## config.mk

```make
export PLATFORM = sky130hd
export DESIGN_NAME = pcie_irq_ctrl_flat
export DESIGN_NICKNAME = d
export VERILOG_FILES = /design/src/rtl/pcie_irq_ctrl_if.sv /design/src/rtl/pcie_irq_ctrl.sv /design/src/flat_wrapper.sv
export SDC_FILE = /design/constraint.sdc
export NUM_CORES = 1
export LEC_CHECK = 0
export ABC_AREA = 1
export BUFFER_PORTS_ARGS = -buffer_cell sky130_fd_sc_hd__buf_4
export CAP_MARGIN = 20
export CORE_AREA = 4 4 119 121
export CTS_CLUSTER_SIZE = 40
export DETAILED_ROUTE_END_ITERATION = 6
export DIE_AREA = 0 0 123 125
export GPL_TIMING_DRIVEN = 0
export HOLD_SLACK_MARGIN = 0.02
export SYNTH_ARGS = -nofsm -noshare
export SYNTH_HDL_FRONTEND = slang
export SYNTH_SLANG_ARGS = --single-unit
```

## constraint.sdc

```tcl
create_clock -name clock -period 8 [get_ports clock]
set_input_delay 1.2 -clock clock [delete_from_list [all_inputs] [get_ports clock]]
set_output_delay 1.2 -clock clock [all_outputs]
set_load 0.05 [all_outputs]
```

## src/rtl/pcie_irq_ctrl_if.sv

```systemverilog
// pcie_irq_ctrl_if
//   Groups the PIO register port and the PCIe core interrupt handshake of
//   the interrupt coalescing controller.
//   master : PIO decode / PCIe core side (drives strobes, write data, rdy)
//   slave  : pcie_irq_ctrl (drives read data, read done, interrupt)
//   Signals:
//     reg_wvalid/reg_waddr/reg_wdata : register write strobe, address, data
//     reg_rvalid/reg_raddr           : register read strobe, address
//     reg_rdata/reg_rdone            : read data and its one-cycle valid
//     interrupt/interrupt_rdy        : interrupt request and core acknowledge
interface pcie_irq_ctrl_if;
    logic        reg_wvalid;
    logic [1:0]  reg_waddr;
    logic [31:0] reg_wdata;
    logic        reg_rvalid;
    logic [1:0]  reg_raddr;
    logic [31:0] reg_rdata;
    logic        reg_rdone;
    logic        interrupt;
    logic        interrupt_rdy;

    modport master (
        output reg_wvalid, reg_waddr, reg_wdata, reg_rvalid, reg_raddr, interrupt_rdy,
        input  reg_rdata, reg_rdone, interrupt
    );

    modport slave (
        input  reg_wvalid, reg_waddr, reg_wdata, reg_rvalid, reg_raddr, interrupt_rdy,
        output reg_rdata, reg_rdone, interrupt
    );
endinterface

```

## src/rtl/pcie_irq_ctrl.sv

```systemverilog
// pcie_irq_ctrl
//   Interrupt coalescing controller. Per-FIFO event pulses accumulate in a
//   sticky, clear-on-read status register; masked new events arm a single
//   interrupt request towards the PCIe core, and a programmable holdoff
//   timer spaces successive requests.
//   Ports:
//     clock   : PCIe user clock
//     reset   : asynchronous, active-high
//     irq_in  : NIRQ event pulses (one cycle per event, any number of bits)
//     pending : registered (status & mask) != 0
//     bus     : register port + interrupt handshake (pcie_irq_ctrl_if.slave)
//   Register map: 0 status (read clears, write ignored), 1 mask, 2 holdoff,
//   3 reads as zero.
module pcie_irq_ctrl #(
    parameter int NIRQ          = 16,
    parameter int HW            = 16,
    parameter int HOLDOFF_RESET = 256
) (
    input  logic            clock,
    input  logic            reset,
    input  logic [NIRQ-1:0] irq_in,
    output logic            pending,
    pcie_irq_ctrl_if.slave  bus
);

    typedef enum logic [1:0] {
        IDLE    = 2'd0,
        ASSERT  = 2'd1,
        HOLDOFF = 2'd2
    } state_t;

    state_t          state;
    logic [NIRQ-1:0] status;
    logic [NIRQ-1:0] mask;
    logic [HW-1:0]   holdoff;
    logic [HW-1:0]   cnt;
    logic            armed;

    logic status_rd;
    logic arm_evt;
    logic unused_wdata;

    function automatic logic [31:0] zext_irq(input logic [NIRQ-1:0] v);
        logic [31:0] r;
        r = '0;
        r[NIRQ-1:0] = v;
        return r;
    endfunction

    function automatic logic [31:0] zext_cnt(input logic [HW-1:0] v);
        logic [31:0] r;
        r = '0;
        r[HW-1:0] = v;
        return r;
    endfunction

    assign status_rd    = bus.reg_rvalid && (bus.reg_raddr == 2'd0);
    // Only new events arm; bits already sitting in status do not.
    assign arm_evt      = |(irq_in & mask);
    assign unused_wdata = ^bus.reg_wdata;

    // Status accumulation and register writes. A status read reloads status
    // with this cycle's events so nothing coincident with the read is lost.
    always_ff @(posedge clock or posedge reset) begin
        if (reset) begin
            status  <= '0;
            mask    <= '1;
            holdoff <= HW'(HOLDOFF_RESET);
            pending <= 1'b0;
        end else begin
            if (status_rd) status <= irq_in;
            else           status <= status | irq_in;
            if (bus.reg_wvalid) begin
                case (bus.reg_waddr)
                    2'd1:    mask    <= bus.reg_wdata[NIRQ-1:0];
                    2'd2:    holdoff <= bus.reg_wdata[HW-1:0];
                    default: ;
                endcase
            end
            pending <= |(status & mask);
        end
    end

    // Read port: one-cycle latency, data held until the next read. Values
    // are sampled before any same-cycle write lands.
    always_ff @(posedge clock or posedge reset) begin
        if (reset) begin
            bus.reg_rdata <= '0;
            bus.reg_rdone <= 1'b0;
        end else begin
            bus.reg_rdone <= bus.reg_rvalid;
            if (bus.reg_rvalid) begin
                case (bus.reg_raddr)
                    2'd0:    bus.reg_rdata <= zext_irq(status);
                    2'd1:    bus.reg_rdata <= zext_irq(mask);
                    2'd2:    bus.reg_rdata <= zext_cnt(holdoff);
                    default: bus.reg_rdata <= '0;
                endcase
            end
        end
    end

    // Interrupt FSM. Events seen while asserting or holding off leave armed
    // set, which yields exactly one follow-up request once holdoff expires.
    always_ff @(posedge clock or posedge reset) begin
        if (reset) begin
            state         <= IDLE;
            armed         <= 1'b0;
            cnt           <= '0;
            bus.interrupt <= 1'b0;
        end else begin
            // A new event in the same cycle as the IDLE->ASSERT hand-off wins.
            if (arm_evt)                        armed <= 1'b1;
            else if (state == IDLE && armed)    armed <= 1'b0;

            case (state)
                IDLE: begin
                    if (armed) begin
                        state         <= ASSERT;
                        bus.interrupt <= 1'b1;
                    end
                end
                ASSERT: begin
                    if (bus.interrupt_rdy) begin
                        state         <= HOLDOFF;
                        bus.interrupt <= 1'b0;
                        cnt           <= holdoff;
                    end
                end
                HOLDOFF: begin
                    if (cnt == '0) state <= IDLE;
                    else           cnt   <= cnt - 1'b1;
                end
                default: begin
                    state         <= IDLE;
                    bus.interrupt <= 1'b0;
                end
            endcase
        end
    end

endmodule

```

## src/flat_wrapper.sv

```systemverilog
// flat-port wrapper written by rule: the top's interface ports become plain ports
module pcie_irq_ctrl_flat 
#(
    parameter int NIRQ          = 16,
    parameter int HW            = 16,
    parameter int HOLDOFF_RESET = 256
)
  (clock, reset, irq_in, pending, bus_reg_wvalid, bus_reg_waddr, bus_reg_wdata, bus_reg_rvalid, bus_reg_raddr, bus_interrupt_rdy, bus_reg_rdata, bus_reg_rdone, bus_interrupt);
  pcie_irq_ctrl_if bus_i ();
  input  logic clock;
  input  logic reset;
  input  logic [NIRQ-1:0] irq_in;
  output logic pending;
  input wire logic [$bits(bus_i.reg_wvalid)-1:0] bus_reg_wvalid;
  input wire logic [$bits(bus_i.reg_waddr)-1:0] bus_reg_waddr;
  input wire logic [$bits(bus_i.reg_wdata)-1:0] bus_reg_wdata;
  input wire logic [$bits(bus_i.reg_rvalid)-1:0] bus_reg_rvalid;
  input wire logic [$bits(bus_i.reg_raddr)-1:0] bus_reg_raddr;
  input wire logic [$bits(bus_i.interrupt_rdy)-1:0] bus_interrupt_rdy;
  output wire logic [$bits(bus_i.reg_rdata)-1:0] bus_reg_rdata;
  output wire logic [$bits(bus_i.reg_rdone)-1:0] bus_reg_rdone;
  output wire logic [$bits(bus_i.interrupt)-1:0] bus_interrupt;
  assign bus_i.reg_wvalid = bus_reg_wvalid;
  assign bus_i.reg_waddr = bus_reg_waddr;
  assign bus_i.reg_wdata = bus_reg_wdata;
  assign bus_i.reg_rvalid = bus_reg_rvalid;
  assign bus_i.reg_raddr = bus_reg_raddr;
  assign bus_i.interrupt_rdy = bus_interrupt_rdy;
  assign bus_reg_rdata = bus_i.reg_rdata;
  assign bus_reg_rdone = bus_i.reg_rdone;
  assign bus_interrupt = bus_i.interrupt;
  pcie_irq_ctrl #(.NIRQ(NIRQ), .HW(HW), .HOLDOFF_RESET(HOLDOFF_RESET)) u_core (.clock(clock), .reset(reset), .irq_in(irq_in), .pending(pending), .bus(bus_i));
endmodule
```

# --- Yosys cells after proc, flatten, opt, wreduce, memory -nomap -nowiden ---
# Index checks and enable logic that the tools add are counted.
# Widths: inputs -> output; s select.
word_totals:
  reg_bits: 102
  elab_cells: 53
op_classes:
  mux: 14
  n_reduce_logical: 14
  addsub: 1
  eq_ne: 10
  bitwise_logic: 4
ops:
  columns: ["cell", "count"]
  rows:
  - ["$mux 16", 3]
  - ["$pmux 16 s3", 1]
  - ["$and 16x16->16", 2]
  - ["$pmux 16 s2", 1]
  - ["$reduce_or 16->1", 2]
  - ["$logic_not 16->1", 1]
  - ["$or 16x16->16", 1]
  - ["$sub 16x1->16 const B", 1]
  - ["$reduce_and 3->1", 3]
  - ["$eq 2x1->1 const B", 3]
  - ["$eq 2x2->1 const B", 3]
  - ["$mux 2", 3]
  - ["$pmux 2 s3", 1]
  - ["$logic_not 2->1", 2]
  - ["$mux 1", 4]
  - ["$ne 2x1->1 const B", 2]
  - ["$ne 2x2->1 const B", 2]
  - ["$reduce_and 2->1", 2]
  - ["$reduce_bool 2->1", 2]
  - ["$pmux 1 s3", 1]
  - ["$logic_and 1x1->1", 2]
  - ["$not 1->1", 1]

# --- Depth between registers and ports, before layout ---
# Gate-level depths: netlist of run 1.
depth:
  word_depth: 4
  mapped_depth: 10

# --- Worst setup path before layout of run 1 ---
# Ideal clock, no wire load.
synth_timing:
  path_type: "input port to flip-flop"
  startpoint: "input port bus_reg_raddr[0]"
  endpoint: "register u_core.status[12]"
  slack_ns: 6.000
  cell_stages: 5
  t_arrival_ns: 1.874
  setup_ns: 0.126
  path_cell_list: "nor2_2 -> inv_1 -> nor2_2 -> buf_2 -> o21ai_0"
synth_via:
  elab_chain_len: 3
synth_rtl:
  columns: ["item", "line_no", "text"]
  rows:
  - ["from (decl)", "flat_wrapper.sv:18", "input wire logic [$bits(bus_i.reg_raddr)-1:0] bus_reg_raddr;"]
  - ["$logic_not 2->1", "pcie_irq_ctrl.sv:57", "assign status_rd = bus.reg_rvalid && (bus.reg_raddr == 2'd0);"]
  - ["$logic_and 1x1->1", "pcie_irq_ctrl.sv:57", null]
  - ["$mux 16", "pcie_irq_ctrl.sv:71", "if (status_rd) status <= irq_in;"]
  - ["to (signal assigned)", "pcie_irq_ctrl.sv:71", null]
  - ["to (signal assigned)", "pcie_irq_ctrl.sv:72", "else status <= status | irq_in;"]
  - ["to (decl)", "pcie_irq_ctrl.sv:33", "logic [NIRQ-1:0] status;"]
# Every way passes these cells.
# A chain may end at the register's enable or synchronous reset.

# --- Final worst setup path of run 1 ---
# Ends and elaborated chain as after synthesis.

==> flow_metrics.py, run 1 <==
metrics = {
    "cts": {
        "cts_setup_buffers": 0,
        "cts_buffers": 9,
        "clkSinkCount": 86,
        "clk_path_buf_depth": 2,
        "clkTransAtPathRegs_ps": 60,
        "ctsRootBufferMaster": "clkbuf_16",
        "cts.hold.buffers_added": 0,
        "cts_tree": "done",
        "cts_resized": 0,
        "clkLatencyLatePin_ps": 330,
        "htree_levels": 3,
    },
    "job": {
        "maxCapViolations": 0,
    },
    "global_routing": {
        "antenna_found_initial": 0,
        "grt_max_degree": 47,
        "grt_pass1_vias": 3820,
        "overflow": 0,
        "grt_use_total_pct": 15.9,
        "grt_pass1_wl_um": 19300,
    },
    "place": {
        "globalplace.congestion": 0.926,
        "dp_hpwl_um": 9160,
        "portBuffers": 59,
    },
    "timing": {
        "worst_pin_slew_ps": 654,
        "finalCritPeriodShare_pct": 28.1,
        "skew_ps": 2.33,
        "hold_viol": 0,
        "maxSlewViolCount": 0,
        "relSlewSlack_pct": 55.9,
        "timing.setup.tns_ps": 0,
        "post-route-min-period_ps": 2250,
        "setup_violations": 0,
        "max_freq_mhz": 445,
        "rsz0062_at_grt": "false",
    },
    "pwr": {
        "power.leakage_uw": 0.00291,
        "p_switching_uw": 521,
        "comb_power_share_pct": 28.9,
        "p_seq_share_pct": 41.1,
        "power_uw": 1480,
        "p_int_uw": 963,
        "vdd_drop_max_uv": 107,
        "pwr-share-clk_pct": 30.0,
        "swShare_pct": 35.1,
        "power_density_nw_per_um2": 268,
    },
    "synth": {
        "ys_types": 31,
        "synth_seq_area_share_pct": 48.6,
        "synth_edf_count": 0,
        "yosysWarnings": 0,
        "yosys.area.top_type_share_pct": 38.6,
        "synthArstFlopShare_pct": 100,
        "syn_area_um2": 4480,
        "syn_inst": 572,
        "yosys.area.top_type": "dfrtp_1",
        "ys_ff_latch": 86,
        "synth.avg_cell_area_um2": 7.82,
        "synth.area.top_cells": "dfrtp_1, nand2_1, dfstp_2, o21ai_0, inv_1",
        "synthFlopType": "dfrtp_1",
    },
    "final_layout": {
        "drive_above_1_share_pct": 22.2,
        "final_nets": 716,
        "multi_input_area_um2": 1810,
        "regArea_um2": 2170,
        "layout_commonest_cell": "nand2_1",
        "most-common-layout-cells": "nand2_1, inv_1, buf_4",
        "syn_to_final_growth_pct": 23.8,
        "nFillCells": 1325,
        "final_util_pct": 42.4,
        "n_antenna_cell": 0,
    },
    "critical_path": {
        "cp-end-kind": "flip-flop",
        "r2r_setup_slack_ps": 6300,
        "worst-path-max-fanout": 10,
        "start_kind": "primary input",
        "cp.required_ps": 8210,
        "crit_arrival_ps": 2460,
        "crit_type": "primary input to flip-flop",
    },
    "routing": {
        "routed_wl_um": 11800,
        "first_iter_violations": 168,
        "viasPerCell": 4.73,
        "vias": 3965,
        "wl_per_cell_um": 14.0,
        "drc_errors": 0,
        "drtPass1Iterations": 4,
        "detail-route-antenna-nets": 0,
    },
    "floorplan": {
        "ios": 92,
        "core_um2": 13100,
        "die_h_um": 125,
        "placementRows": 42,
        "die-area_um2": 15400,
        "die_x_um": 123,
        "start_util_pct": 34.2,
    },
    "outcome": {
        "status": "finished, final reports clean",
    },
    "min_path": {
        "min_path_type": "flip-flop to flip-flop",
    },
}
-- worst paths after layout --
path / from / endpoint / depth (start not counted)
hold / removal: u_core.holdoff[2] / u_core.holdoff[2] / 2
setup reg to reg: u_core.cnt[0] / u_core.cnt[6] / 10
max in group asynchronous: reset / u_core.mask[15] / 3
min in group asynchronous: reset / u_core.cnt[6] / 2
setup / recovery: bus_reg_raddr[0] / u_core.status[12] / 6
hold reg to reg: u_core.holdoff[2] / u_core.holdoff[2] / 2
-- cells by family after synthesis --
kind of cell	after synthesis	share of synthesized area, %
AOI/OAI and AO/OA	128	15.7
adders and majority gates	1	0.280
buffers and inverters	123	12.3
DFF	86	48.6
other	1	0.0838
and+or+nand+nor	233	23.1
-- per-layer routing --
layer	share of wire, %	vias to the layer above	track usage, %
met2	45	99	24.2
met4	1.2	0	3.91
met1	47	1901	22.6
met5	0	-	0
li1	-	1952	-
met3	6.4	13	4.07
-- per-stage QoR --
stage                     hold slack (ps)  setup WS [ps]  instances  area [um^2]
after floorplan                       453           4610        587         4530
after global placement                469           3440        822         5190
after detailed placement              474           5480        823         5230
after CTS                             489           5800        839         5540
after global routing                  513           5600        839         5540
final                                 485           5750        839         5540
-- flip-flops by register name (all words and copies together), names as in the netlist --
signal                cells
u_core.cnt               16
u_core.bus.interrupt      1
u_core.status            16
u_core.bus.reg_rdone      1
u_core.pending            1
u_core.armed              1
u_core.bus.reg_rdata     16
u_core.state              2
u_core.mask              16
u_core.holdoff           16
-- worst max-delay path, cell delays in order --
cell and delay, ps:
buf_4 120, nor2_2 270, inv_1 160, nor2_2 280, buf_2 300, o21ai_0 110
-- Yosys cell counts (all sizes together) (2+ instances only) --
cell type and n:
or2 3, dfstp 17, inv 88, o21bai 7, dfrtp 69, nand4 4, a21oi 17, buf 26
nand2 149, nand3b 2, clkbuf 9, nor2 40, o21ai 92, nand3 33, o22ai 11, nor3 2
-- cell type report --
type | count | area share (%)
flip-flops and latches | 86 | 39.2
multi-input cells | 378 | 32.6
repair buffers | 60 | 8.49
inverters | 88 | 6.01
clock buffers | 12 | 4.45
plain buffers | 35 | 4.00
well taps | 176 | 3.97
clock inverters | 4 | 1.26
-- power groups by stage --
stage               logic [uW]  clock network [uW]  registers [uW]
floorplan                  277                   0             643
global placement           415                   0             613
detailed placement         427                   0             615
CTS                        429                 456             610
global route               486                 472             621
finish                     428                 446             610
(Power assumes the default switching activity.)
==> inputs of run 2 (changes only) <==
==> constraint.sdc (replaced) <==
create_clock -name clock -period 2 [get_ports clock]
set_input_delay 0.3 -clock clock [delete_from_list [all_inputs] [get_ports clock]]
set_output_delay 0.3 -clock clock [all_outputs]
set_load 0.05 [all_outputs]
==> flow_metrics.py, run 2 (synthesis results as in run 1) <==
metrics = {
    "outcome": {
        "status": "finished, final reports clean",
    },
    "critical_path": {
        "path_cells": "inv_1 > ha_1 > nand2_4 > nor2_8 > nand2_2 > nand2_4 > nand2_4 > buf_6 > nand3_2 > nand2_1",
        "cp.required_ps": 2230,
        "critPathMaxStageDelay_ps": 380,
        "critPathCapture": "u_core.cnt[8]",
        "cp-end-kind": "flip-flop",
        "worst-path-max-fanout": 10,
        "path_common_cell": "nand2_4",
        "start_kind": "flip-flop",
        "r2r_cells": 10,
        "crit_arrival_ps": 1910,
        "crit_type": "flip-flop to flip-flop",
        "r2r-end": "u_core.cnt[8]",
        "rr_startpoint": "u_core.cnt[0]",
        "critPathLaunch": "u_core.cnt[0]",
        "slowest_stage": "dfrtp_1",
        "r2r_setup_slack_ps": 330,
    },
    "cts": {
        "clk_path_buf_depth": 2,
        "cts_buffers": 9,
        "cts_resized": 0,
        "cts_tree": "done",
        "ctsRootBufferMaster": "clkbuf_16",
        "htree_levels": 3,
        "clkTransAtPathRegs_ps": 60,
        "clkSinkCount": 86,
        "clkLatencyLatePin_ps": 340,
        "cts_setup_buffers": 0,
    },
    "routing": {
        "met1_length_um": 5490,
        "highest_layer": "met4",
        "routed_wl_um": 11600,
        "wl_per_cell_um": 13.8,
        "drc_errors": 0,
        "vias": 3959,
        "met3RoutedLength_um": 692,
        "viasPerCell": 4.71,
        "met2_wirelength_um": 5170,
        "first_iter_violations": 301,
        "drtPass1Iterations": 5,
        "detail-route-antenna-nets": 0,
    },
    "timing": {
        "post-route-min-period_ps": 1670,
        "maxSlewViolCount": 0,
        "timing.setup.tns_ps": 0,
        "worst_pin_slew_ps": 494,
        "hold_viol": 0,
        "skew_ps": 4.59,
        "rsz0062_at_grt": "false",
        "setup_violations": 0,
        "finalCritPeriodShare_pct": 83.6,
        "max_freq_mhz": 598,
        "relSlewSlack_pct": 66.7,
    },
    "pwr": {
        "power_uw": 5970,
        "power.leakage_uw": 0.00292,
        "power_density_nw_per_um2": 1070,
        "vdd_drop_max_uv": 504,
    },
    "global_routing": {
        "antenna_found_initial": 0,
        "grt_pass1_vias": 3845,
        "grt_pass1_wl_um": 18900,
        "grt_max_degree": 43,
        "grt_use_total_pct": 15.5,
        "overflow": 0,
    },
    "floorplan": {
        "placementRows": 42,
        "start_util_pct": 34.2,
        "die-area_um2": 15400,
        "core_um2": 13100,
        "die_h_um": 125,
        "die_x_um": 123,
        "ios": 92,
    },
    "place": {
        "globalplace.congestion": 0.908,
        "portBuffers": 59,
        "dp_hpwl_um": 9170,
    },
    "final_layout": {
        "nFillCells": 1318,
        "drive_above_1_share_pct": 22.4,
        "final_nets": 718,
        "syn_to_final_growth_pct": 24.5,
        "layout_commonest_cell": "nand2_1",
        "n_antenna_cell": 0,
        "most-common-layout-cells": "nand2_1, inv_1, buf_4",
    },
    "min_path": {
        "min_path_type": "primary input to flip-flop",
    },
    "job": {
        "maxCapViolations": 0,
    },
}
## run 2: worst min-delay path by stage
stage	start	endpoint	slack (ps)	cells past startpoint
after detailed placement	reset	u_core.cnt[9]	230	2
after floorplan	bus_reg_rvalid	u_core.bus.reg_rdone	330	0
final	bus_reg_rvalid	u_core.bus.reg_rdone	120	1
after global placement	bus_reg_rvalid	u_core.bus.reg_rdone	460	1
after CTS	bus_reg_rvalid	u_core.bus.reg_rdone	110	1
after global routing	bus_reg_rvalid	u_core.bus.reg_rdone	120	1
## run 2: repair_timing
action	CTS	global route
hold buffers	1	0
setup endpoints to repair	0	0
hold endpoints to repair	5	0
## run 2: per-layer routing
| metal | vias up | global-route usage, % |
|---|---|---|
| met5 | - | 0 |
| met4 | 0 | 5.28 |
| met3 | 15 | 2.80 |
| met2 | 127 | 23.4 |
| met1 | 1857 | 22.5 |
| li1 | 1960 | - |
## run 2: critical path, delay by kind of cell, from the launching register on
kind	cells	cell delay, ps
adders and majority gates	1	290
and+or+nand+nor	7	620
DFF	1	380
buffers and inverters	2	280
## run 2: through the flow
step	std cells	hold slack, ps	utilization, %	setup WS, ps	cell area [um^2]
CTS	841	114	42.6	333	5570
finish	841	119	42.6	327	5570
global route	841	118	42.6	185	5570
detailed placement	824	230	40.0	348	5240
floorplan	587	331	-	532	4540
global placement	822	464	39.7	62.5	5200
## run 2: area by class of cell
cell class              instances  area [um^2]  area share (%)
flip-flops and latches         86         2170            39.0
well taps                     176          220            3.95
plain buffers                  35          221            3.97
clock buffers                  11          243            4.35
clock inverters                 5         82.6            1.48
repair buffers                 62          493            8.84
inverters                      88          334            5.99
multi-input cells             378         1810            32.4
## run 2: power by group
part	leakage (uW)	switching (uW)	total [uW]	internal, uW
clock network	0.000160	694	1830	1130
logic	0.00179	1100	1710	606
registers	0.000972	319	2440	2120
